### config.mk
export PLATFORM = sky130hd
export DESIGN_NAME = viterbi_frame_ctrl
export DESIGN_NICKNAME = d
export VERILOG_FILES = /design/src/rtl/viterbi_frame_ctrl.sv
export SDC_FILE = /design/constraint.sdc
export NUM_CORES = 1
export LEC_CHECK = 0
export BUFFER_PORTS_ARGS = -buffer_cell sky130_fd_sc_hd__buf_2
export CORE_MARGIN = 3
export CORE_UTILIZATION = 49
export CTS_BUF_LIST = sky130_fd_sc_hd__clkbuf_4 sky130_fd_sc_hd__clkbuf_8
export DETAILED_ROUTE_END_ITERATION = 16
export PLACE_DENSITY = 0.77
export SYNTH_ARGS = -nofsm -noshare
export SYNTH_HDL_FRONTEND = slang
export SYNTH_SLANG_ARGS = --single-unit
### constraint.sdc
create_clock -name clk -period 2.9 [get_ports clk]
set_input_delay 0.29 -clock clk [delete_from_list [all_inputs] [get_ports clk]]
set_output_delay 0.29 -clock clk [all_outputs]
set_load 0.1 [all_outputs]
### src/rtl/viterbi_frame_ctrl.sv
// Frame sequencer for the encoder -> channel -> Viterbi decoder test chain.
// Latency: every output is registered; decoder_i is compared DEC_LAT cycles after its payload bit leaves.
// Backpressure: none; start_i is honoured only in IDLE, otherwise dropped (never queued).
//
// Ports:
//   clk, rst            clock, synchronous active-high reset
//   start_i             frame request (IDLE only)
//   inj_en_i            error-injection enable, latched at start accept
//   decoder_i           decoded bit returned by the Viterbi decoder
//   encoder_i_o         payload/tail bit to the encoder
//   enable_encoder_o    encoder enable (payload + tail cycles)
//   err_inj_o           channel XOR mask for the current encoder bit
//   busy_o / done_o     frame in flight / one-cycle end-of-frame pulse
//   bit_err_ct_o        decoded-bit mismatches this frame (saturating)
//   inj_ct_o            injected cycles this frame (saturating)
`timescale 1ns/1ps
module viterbi_frame_ctrl #(
    parameter int          FRAME_LEN    = 256,
    parameter int          TAIL_LEN     = 2,
    parameter int          DEC_LAT      = 24,
    parameter int          BURST_LEN    = 5,
    parameter int          BURST_PERIOD = 32,
    parameter logic [15:0] LFSR_SEED    = 16'hACE1
) (
    input  logic        clk,
    input  logic        rst,
    input  logic        start_i,
    input  logic        inj_en_i,
    input  logic        decoder_i,
    output logic        encoder_i_o,
    output logic        enable_encoder_o,
    output logic [1:0]  err_inj_o,
    output logic        busy_o,
    output logic        done_o,
    output logic [15:0] bit_err_ct_o,
    output logic [15:0] inj_ct_o
);

    typedef enum logic [2:0] {S_IDLE, S_PAYLOAD, S_TAIL, S_DRAIN, S_DONE} state_t;

    localparam logic [15:0] FRAME_LEN16 = 16'(FRAME_LEN);
    localparam logic [15:0] FRAME_LAST  = 16'(FRAME_LEN - 1);
    localparam logic [15:0] TAIL_LAST   = 16'(TAIL_LEN - 1);
    localparam logic [15:0] PERIOD_MASK = 16'(BURST_PERIOD - 1);
    localparam logic [15:0] BURST_START = 16'(BURST_PERIOD - BURST_LEN);
    localparam logic [15:0] CNT_MAX     = 16'hFFFF;

    state_t              state_q, state_d;
    logic [15:0]         cnt_q, cnt_d;        // index within PAYLOAD or TAIL
    logic [15:0]         lfsr_q, lfsr_d;
    logic                inj_en_q, inj_en_d;
    logic [15:0]         cmp_q, cmp_d;        // payload bits compared so far
    logic [15:0]         bit_err_q, bit_err_d;
    logic [15:0]         inj_ct_q, inj_ct_d;
    logic                enc_q, enc_d;
    logic                en_q, en_d;
    logic [1:0]          inj_q, inj_d;
    logic                busy_q, busy_d;
    logic                done_q, done_d;
    logic [DEC_LAT-1:0]  ref_bit_q, ref_vld_q;
    logic                accept;
    logic                tap_vld, tap_bit;

    // Oldest delay-line slot holds the bit driven exactly DEC_LAT cycles ago.
    assign tap_vld = ref_vld_q[DEC_LAT-1];
    assign tap_bit = ref_bit_q[DEC_LAT-1];

    always_comb begin
        state_d   = state_q;
        cnt_d     = cnt_q;
        lfsr_d    = lfsr_q;
        inj_en_d  = inj_en_q;
        cmp_d     = cmp_q;
        bit_err_d = bit_err_q;
        inj_ct_d  = inj_ct_q;
        accept    = (state_q == S_IDLE) && start_i;

        if (accept) begin
            cmp_d     = '0;
            bit_err_d = '0;
            inj_ct_d  = '0;
        end else begin
            if (tap_vld) begin
                cmp_d = cmp_q + 16'd1;
                if ((decoder_i != tap_bit) && (bit_err_q != CNT_MAX))
                    bit_err_d = bit_err_q + 16'd1;
            end
            if ((inj_q != 2'b00) && (inj_ct_q != CNT_MAX))
                inj_ct_d = inj_ct_q + 16'd1;
        end

        case (state_q)
            S_IDLE: begin
                if (start_i) begin
                    state_d  = S_PAYLOAD;
                    cnt_d    = '0;
                    inj_en_d = inj_en_i;
                end
            end
            S_PAYLOAD: begin
                // Fibonacci x^16+x^14+x^13+x^11+1, shifting toward bit 0.
                lfsr_d = {lfsr_q[0] ^ lfsr_q[2] ^ lfsr_q[3] ^ lfsr_q[5], lfsr_q[15:1]};
                if (cnt_q == FRAME_LAST) begin
                    cnt_d   = '0;
                    state_d = (TAIL_LEN == 0) ? S_DRAIN : S_TAIL;
                end else begin
                    cnt_d = cnt_q + 16'd1;
                end
            end
            S_TAIL: begin
                if (cnt_q == TAIL_LAST) begin
                    cnt_d   = '0;
                    state_d = S_DRAIN;
                end else begin
                    cnt_d = cnt_q + 16'd1;
                end
            end
            S_DRAIN: begin
                if (cmp_d == FRAME_LEN16)
                    state_d = S_DONE;
            end
            S_DONE:  state_d = S_IDLE;
            default: state_d = S_IDLE;
        endcase

        // Outputs are registered, so they are decoded from the next state.
        en_d   = (state_d == S_PAYLOAD) || (state_d == S_TAIL);
        enc_d  = (state_d == S_PAYLOAD) && lfsr_d[0];
        busy_d = (state_d == S_PAYLOAD) || (state_d == S_TAIL) || (state_d == S_DRAIN);
        done_d = (state_d == S_DONE);
        inj_d  = ((state_d == S_PAYLOAD) && inj_en_d && ((cnt_d & PERIOD_MASK) >= BURST_START))
                 ? 2'b01 : 2'b00;
    end

    always_ff @(posedge clk) begin
        if (rst) begin
            state_q   <= S_IDLE;
            cnt_q     <= '0;
            lfsr_q    <= LFSR_SEED;
            inj_en_q  <= 1'b0;
            cmp_q     <= '0;
            bit_err_q <= '0;
            inj_ct_q  <= '0;
            enc_q     <= 1'b0;
            en_q      <= 1'b0;
            inj_q     <= 2'b00;
            busy_q    <= 1'b0;
            done_q    <= 1'b0;
            ref_bit_q <= '0;
            ref_vld_q <= '0;
        end else begin
            state_q   <= state_d;
            cnt_q     <= cnt_d;
            lfsr_q    <= lfsr_d;
            inj_en_q  <= inj_en_d;
            cmp_q     <= cmp_d;
            bit_err_q <= bit_err_d;
            inj_ct_q  <= inj_ct_d;
            enc_q     <= enc_d;
            en_q      <= en_d;
            inj_q     <= inj_d;
            busy_q    <= busy_d;
            done_q    <= done_d;
            // Push the bit currently on encoder_i_o; only payload bits are marked valid.
            ref_bit_q <= DEC_LAT'({ref_bit_q, enc_q});
            ref_vld_q <= DEC_LAT'({ref_vld_q, (state_q == S_PAYLOAD)});
        end
    end

    assign encoder_i_o      = enc_q;
    assign enable_encoder_o = en_q;
    assign err_inj_o        = inj_q;
    assign busy_o           = busy_q;
    assign done_o           = done_q;
    assign bit_err_ct_o     = bit_err_q;
    assign inj_ct_o         = inj_ct_q;

endmodule

==> results of run 1 <==
## kinds of logic after synthesis
kind of cell,Yosys count
compound gates,60
xor+xnor,58
fa+ha+maj,5
buf+inv,37
flops,137
mux,6
other cells,1
simple gates,296
## worst min-delay path: cells and delay by family
family / cells / cell delay (ns)
simple gates: 1 / 0.13
mux: 1 / 0.06
buf+inv: 1 / 0.09
## final cells by class
class,instances,area [µm²],share of cell area (%)
sequential,137,2740,43.5
clock buffer,17,234,3.71
timing repair buffer,48,270,4.29
inverter,8,30.0,0.476
clock inverter,14,199,3.15
tap,140,175,2.78
multi-input combinational,426,2660,42.1
## cells in the final DEF, fill, tap and decap left out, drive strengths merged, types with 7 or more instances in the layout
cell	n
a21oi	23
and3	11
buf	48
clkbuf	17
clkinv	7
dfxtp	137
inv	10
nand2	52
nand3	29
nand3b	7
nand4	17
nor2	84
nor2b	48
nor3	8
nor4	7
xnor2	26
xor2	32
## sequential cells by signal, summed over array words and instances (netlist names)
name              flops
ref_bit_q            24
ref_vld_q            24
bit_err_ct_o         16
cmp_q                16
cnt_q                16
inj_ct_o             16
lfsr_q               16
state_q               3
busy_o                1
done_o                1
enable_encoder_o      1
encoder_i_o           1
err_inj_o             1
inj_en_q              1
## worst paths after layout
kind	end	cells past startpoint	slack [ns]
setup / recovery	cnt_q[10]	6	0.33
hold / removal	inj_en_q	3	0.18
setup reg to reg	cnt_q[10]	6	0.33
hold reg to reg	ref_bit_q[10]	1	0.44
## power by group through the flow
stage	Combinational, mW	Clock, mW	Sequential (mW)
detailed placement	0.164	0	1.97
CTS	0.166	1.70	1.92
global route	0.181	1.79	1.93
finish	0.164	1.66	1.92
global placement	0.160	0	1.96
floorplan	0.114	0	1.98
## routing by layer
layer,GRT usage [%],up-vias,wire (µm)
met2,28.0,94,4870
met5,0,-,0
met3,5.01,13,443
met1,20.6,1919,4660
met4,7.93,0,143
li1,-,2122,-
## per-stage QoR
stage          hold WS [ns]  worst slack [ns]  instances
2_1_floorplan         0.414             0.358        600
3_3_place_gp          0.420             0.407        759
3_5_place_dp          0.424             0.337        759
4_1_cts               0.153             0.329        790
5_1_grt               0.165             0.158        790
6_report              0.183             0.335        790
==> impl_metrics.ini, run 1 <==
[synthesis]
yosysTopAreaCellShare_pct = 49.3
synth_area_per_cell_um2 = 9.27
yosysMostFrequentCell = dfxtp_1
yosys_warnings = 0
synth.mux.area_fraction_pct = 1.08
synth.yosys.seq_area_share_pct = 49.3
synth_top_family_by_area = simple AND/OR/NAND/NOR gates
synthSimpleGateAreaFrac_pct = 28.7
synth_adder_area_share_pct = 1.12
ys_types = 64
synth-compound-area-share_pct = 7.67
synth_flop_cell = dfxtp_1
ys_top_cells_by_area = dfxtp_1 (49%), nor2b_1 (5.4%), xor2_1 (5.0%)
netlist_top_cells_count = dfxtp_1 (137), nor2_1 (74), nand2_1 (52)
synth_edf_count = 0
syn_nets = 610
synth-async-reset-ratio_pct = 0
yosys.area.top_type = dfxtp_1
synthCells = 600
ys_ff_latch = 137
synth-xor-area-share_pct = 9.13
syn_area_um2 = 5560

[status]
status = finished, final reports clean

[routing]
ant_nets = 0
routed_wl_um = 10100
first_pass_iters = 4
vias = 4148
via_per_inst = 5.25
wl_per_cell_um = 12.8
drc_errors = 0
drt-initial-drc-count = 295

[min_path]
hp-start = inj_en_i
hold_path.class = input port to flop

[clocking]
cts_setup_buffers = 0
clock-sinks = 137
clock_latency_ns = 0.44
cts.clk_slew.worst_paths_ns = 0.07
cts_htree_levels = 4
cts_buffers = 17
clockBufferDepth = 2
cts_resized = 0
clk_root_buffer_cell = clkbuf_8
hold_buffers = 0
cts_tree = done

[sta]
grt_setup_unrepaired = no
timing.final.crit_share_pct = 88.5
fin_setup_tns_ns = 0
slew_viol_final = 0
clock-skew-final_ns = 0.0106
timing.fmax_mhz = 390
hold_viol_final = 0
setup_viol_count_final = 0
tightest_slew_ns = 0.782
post-route-min-period_ns = 2.57
relSlewSlack_pct = 47.1

[critical_path]
cp.required_ns = 3.21
endpoint_kind = flop
cp_top_family = simple AND/OR/NAND/NOR gates
crit_chain = ha_1 -> or4b_1 -> or4_4 -> a2bb2oi_4 -> a21o_1 -> nor2_2
crit_start = cnt_q[0]
r2r_start = cnt_q[0]
crit_type = flop to flop
crit_arrival_ns = 2.88
critPathSlowestCell = or4_4
cp_max_fo = 12
cp_num_buf_inv = 0
crit_path_max_incr_delay_ns = 0.54
cp-start-kind = flop

[power_and_ir_drop]
swShare_pct = 22.7
design_power_total_mw = 3.75
p_int_mw = 2.90
cellPowerDensity_nw_per_um2 = 594
power_frac_seq_pct = 51.3
p_comb_share_pct = 4.4
clkPwrFrac_pct = 44.3
vdd_ir_drop_max_mv = 0.485
power.leakage_nw = 2.40
switching_power_mw = 0.852

[final_layout]
drive_gt1_share_pct = 16.0
utilization_pct = 57.4
final_area_um2 = 6310
syn2layout_area_growth_pct = 13.4
layout.filler_cells = 931
n_antenna_cell = 0
final_nets = 648

[flow_run]
maxCapViolations = 0

[floorplan]
die_h_um = 113
rows = 38
coreArea_um2 = 11000
die-width_um = 113
die-area_um2 = 12700
io_pins = 43
initial_utilization_pct = 50.6

[global_routing]
grt_pass1_wl_um = 17900
grt_pass1_vias = 3963
overflow = 0
antenna_found_initial = 0
grt_max_degree = 36
grtUsageTotal_pct = 17.0

[place]
portBuffers = 41
placed_cell_area_um2 = 5870
hpwl_um = 6890
gp_congestion = 0.821
Note: power is estimated with default switching activity, not from simulation.
==> inputs of run 2 (changes only) <==
==> constraint.sdc (replaced) <==
create_clock -name clk -period 2.65 [get_ports clk]
set_input_delay 0.265 -clock clk [delete_from_list [all_inputs] [get_ports clk]]
set_output_delay 0.265 -clock clk [all_outputs]
set_load 0.1 [all_outputs]
==> impl_metrics.ini, run 2 (same netlist as run 1, synthesis figures left out) <==
[status]
status = finished, final reports clean

[routing]
ant_nets = 0
vias = 4219
wl_per_cell_um = 12.7
drc_errors = 0
via_per_inst = 5.32
first_pass_iters = 4
routed_wl_um = 10100
drt-initial-drc-count = 292

[power_and_ir_drop]
cellPowerDensity_nw_per_um2 = 662
clkPwrFrac_pct = 45.9
switching_power_mw = 0.921
vdd_ir_drop_max_mv = 0.705
swShare_pct = 21.8
p_comb_share_pct = 4.3
power_frac_seq_pct = 49.8
p_int_mw = 3.31
power.leakage_nw = 2.44

[final_layout]
n_antenna_cell = 0
final_area_um2 = 6380
final_cell_mix = dfxtp_1 (137), nor2_1 (74), nand2_1 (52)
drive_gt1_share_pct = 17.0
final_common_cell = dfxtp_1
reg_top3 = ref_bit_q x24, ref_vld_q x24
final_nets = 651
syn2layout_area_growth_pct = 14.7

[place]
placed_cell_area_um2 = 5900
portBuffers = 41
hpwl_um = 6780
gp_congestion = 0.850

[critical_path]
r2r_start = cmp_q[0]
cp.required_ns = 2.99
reg2reg_depth = 7
cp-start-kind = flop
cp_max_fo = 6
crit_start = cmp_q[0]
endpoint_kind = flop
crit_type = flop to flop
crit_arrival_ns = 2.83

[global_routing]
grtUsageTotal_pct = 16.8
grt_max_degree = 62
grt_pass1_vias = 3954
grt_pass1_wl_um = 17500
antenna_found_initial = 0
overflow = 0

[clocking]
cts_tree = done
cts_setup_buffers = 0
clock_latency_ns = 0.44
clk_root_buffer_cell = clkbuf_8
cts_htree_levels = 4
clockBufferDepth = 2
clock-sinks = 137
cts_buffers = 17
cts.clk_slew.worst_paths_ns = 0.07

[sta]
clock-skew-final_ns = 0.0107
hold_viol_final = 0
holdWs_ns = 0.124
fin_setup_tns_ns = 0
slew_viol_final = 0
timing.fmax_mhz = 401
setup_viol_count_final = 0
post-route-min-period_ns = 2.50
relSlewSlack_pct = 49.1
grt_setup_unrepaired = no
timing.final.crit_share_pct = 94.2
tightest_slew_ns = 0.752

[floorplan]
die-area_um2 = 12700
io_pins = 43
die-width_um = 113
rows = 38
coreArea_um2 = 11000
initial_utilization_pct = 50.6
die_h_um = 113

[min_path]
hp-start = inj_en_i
hold_path.class = input port to flop
whs_path_depth = 3

[flow_run]
maxCapViolations = 0
[run 2: cell count changes in the layout (fill, tap and decap cells not counted), sizes merged]
cell      delta
clkinv       -4
bufinv       +1
clkinvlp     +2
inv          -1
clkbuf       +2
buf          +3
[run 2: metrics by stage]
step	utilization [%]	std cells	power, mW	setup slack, ns
4_1_cts	57.8	793	4.28	0.109
3_3_place_gp	53.7	762	2.33	0.280
2_1_floorplan	-	600	2.29	0.108
3_5_place_dp	53.7	762	2.33	0.167
5_1_grt	58.1	793	4.39	0.000995
6_report	58.1	793	4.23	0.155
[run 2: path summary, 6_finish.rpt]
check,end,slack [ns]
max reg2reg,done_o,0.15
max,done_o,0.15
min,inj_en_q,0.12
min reg2reg,ref_bit_q[20],0.44
[run 2: power by group through the flow]
stage	sequential (mW)	clock [mW]	combinational, mW
after floorplan	2.17	0	0.125
after global placement	2.15	0	0.178
after detailed placement	2.15	0	0.181
after CTS	2.10	1.99	0.182
after global routing	2.11	2.09	0.200
final	2.10	1.94	0.180
[run 2: cell type report]
class                           count  area, µm²
Multi-Input combinational cell    426       2680
Clock buffer                       19        262
Sequential cell                   137       2740
Tap cell                          140        175
Clock inverter                     12        196
Inverter                            8       30.0
Timing Repair Buffer               51        293
Fill cell                         919       4600
[run 2: routing by layer]
layer / routed length, µm / vias to the layer above / global-route usage (%)
li1: - / 2123 / -
met1: 4750 / 2011 / 20.2
met2: 4820 / 72 / 27.3
met3: 377 / 13 / 5.55
met4: 159 / 0 / 7.37
met5: 0 / - / 0
[run 2: worst max-delay path, cell delays in order (launching register included)]
cell      delay (ns)
dfxtp_1         0.43
ha_2            0.29
nand3_1         0.21
nor4b_4         0.34
and4_1          0.27
a211oi_2        0.06
or4b_1          0.58
nor4_1          0.22
[run 2: timing repair]
action                                  4_1_cts  5_1_grt
endpoints found under the setup margin        0        5
hold buffers                                  0        0
hold endpoints to repair                      0        0
gates resized for setup                       0        5
==> inputs of run 3 (changes only) <==
--- a/config.mk
+++ b/config.mk
@@ -8,7 +8,6 @@
 export BUFFER_PORTS_ARGS = -buffer_cell sky130_fd_sc_hd__buf_2
 export CORE_MARGIN = 3
 export CORE_UTILIZATION = 49
-export CTS_BUF_LIST = sky130_fd_sc_hd__clkbuf_4 sky130_fd_sc_hd__clkbuf_8
 export DETAILED_ROUTE_END_ITERATION = 16
 export PLACE_DENSITY = 0.77
 export SYNTH_ARGS = -nofsm -noshare
==> impl_metrics.ini, run 3 (same netlist as run 1, synthesis figures left out) <==
[final_layout]
final_area_um2 = 6570
reg_top3 = ref_bit_q x24, ref_vld_q x24
drive_gt1_share_pct = 17.0
n_antenna_cell = 0
final_common_cell = dfxtp_1
final_nets = 651
syn2layout_area_growth_pct = 18.2
final_cell_mix = dfxtp_1 (137), nor2_1 (74), nand2_1 (52)

[clocking]
clock-sinks = 137
cts_buffers = 17
cts_htree_levels = 4
cts_setup_buffers = 0
clk_root_buffer_cell = clkbuf_16
cts_tree = done
cts.clk_slew.worst_paths_ns = 0.06
clockBufferDepth = 2
clock_latency_ns = 0.41

[floorplan]
die-area_um2 = 12700
die_h_um = 113
coreArea_um2 = 11000
io_pins = 43
die-width_um = 113
rows = 38
initial_utilization_pct = 50.6

[global_routing]
grtUsageMet2_pct = 27.8
grtUsageTotal_pct = 17.0
grt-busiest-layer = met2
use_met3_pct = 5.12
antenna_found_initial = 0
grt_pass1_vias = 3967
overflow = 0
grt_pass1_wl_um = 17900
grt_max_degree = 62
met1_usage_pct = 21.0

[sta]
tightest_slew_ns = 0.756
hold_viol_final = 0
holdWs_ns = 0.202
setup_viol_count_final = 0
timing.fmax_mhz = 394
clock-skew-final_ns = 0.00707
slew_viol_final = 0
relSlewSlack_pct = 48.8
post-route-min-period_ns = 2.54
timing.final.crit_share_pct = 95.7

[critical_path]
cp.required_ns = 2.95
cp_max_fo = 6
cp-start-kind = flop
endpoint_kind = flop
crit_arrival_ns = 2.84
crit_type = flop to flop

[routing]
vias = 4245
routed_wl_um = 10400
first_pass_iters = 6
ant_nets = 0
drt-initial-drc-count = 330
via_per_inst = 5.35
wl_per_cell_um = 13.2
drc_errors = 0

[power_and_ir_drop]
cellPowerDensity_nw_per_um2 = 738
power_frac_seq_pct = 43.5
p_int_mw = 3.86
swShare_pct = 20.5
p_comb_share_pct = 3.7
vdd_ir_drop_max_mv = 0.684
power.leakage_nw = 2.53
switching_power_mw = 0.993
clkPwrFrac_pct = 52.8

[status]
status = finished, final reports clean

[place]
placed_cell_area_um2 = 5900
gp_congestion = 0.850
portBuffers = 41
hpwl_um = 6780

[flow_run]
maxCapViolations = 0

[min_path]
hold_path.class = input port to flop
run 3: repair_timing:
item | CTS | global route
endpoints found under the setup margin | 0 | 5
hold buffers | 0 | 0
resized for setup | 0 | 5
run 3: cell type report:
cell class	count	area [µm²]
clock buffer	19	453
clock inverter	12	196
fill	898	4410
inverter	8	30.0
multi-input combinational	426	2680
sequential	137	2740
tap	140	175
timing repair buffer	51	293
run 3: layer usage:
layer | vias up | routed length, µm
met5 | - | 0
met4 | 0 | 151
met3 | 15 | 422
met2 | 86 | 5020
met1 | 2011 | 4840
li1 | 2133 | -
run 3: worst max-delay path: stages, from the launching register on:
cell	delay (ns)
dfxtp_1	0.45
ha_2	0.30
nand3_1	0.21
nor4b_4	0.34
and4_1	0.27
a211oi_2	0.06
or4b_1	0.59
nor4_1	0.22
run 3: metrics by stage:
stage	util [%]	power, mW	setup TNS [ns]	instances	setup slack (ns)
3_3_place_gp	53.7	2.33	0	762	0.280
4_1_cts	59.6	4.90	0	793	0.0957
2_1_floorplan	-	2.29	0	600	0.108
6_report	59.8	4.85	0	793	0.114
5_1_grt	59.8	5.02	-0.0101	793	-0.0101
3_5_place_dp	53.7	2.33	0	762	0.167
run 3: worst paths after layout:
path | startpoint | to | slack, ns | depth (start not counted)
setup / recovery | cmp_q[0] | state_q[2] | 0.11 | 7
hold / removal | inj_en_i | inj_en_q | 0.20 | 3
setup reg to reg | cmp_q[0] | state_q[2] | 0.11 | 7
hold reg to reg | ref_vld_q[18] | ref_vld_q[19] | 0.44 | 1
run 3: power groups by stage:
stage          sequential, mW  combinational, mW  clock, mW
6_report                 2.11              0.182       2.56
5_1_grt                  2.11              0.201       2.71
4_1_cts                  2.11              0.182       2.61
3_5_place_dp             2.15              0.181          0
3_3_place_gp             2.15              0.178          0
2_1_floorplan            2.17              0.125          0
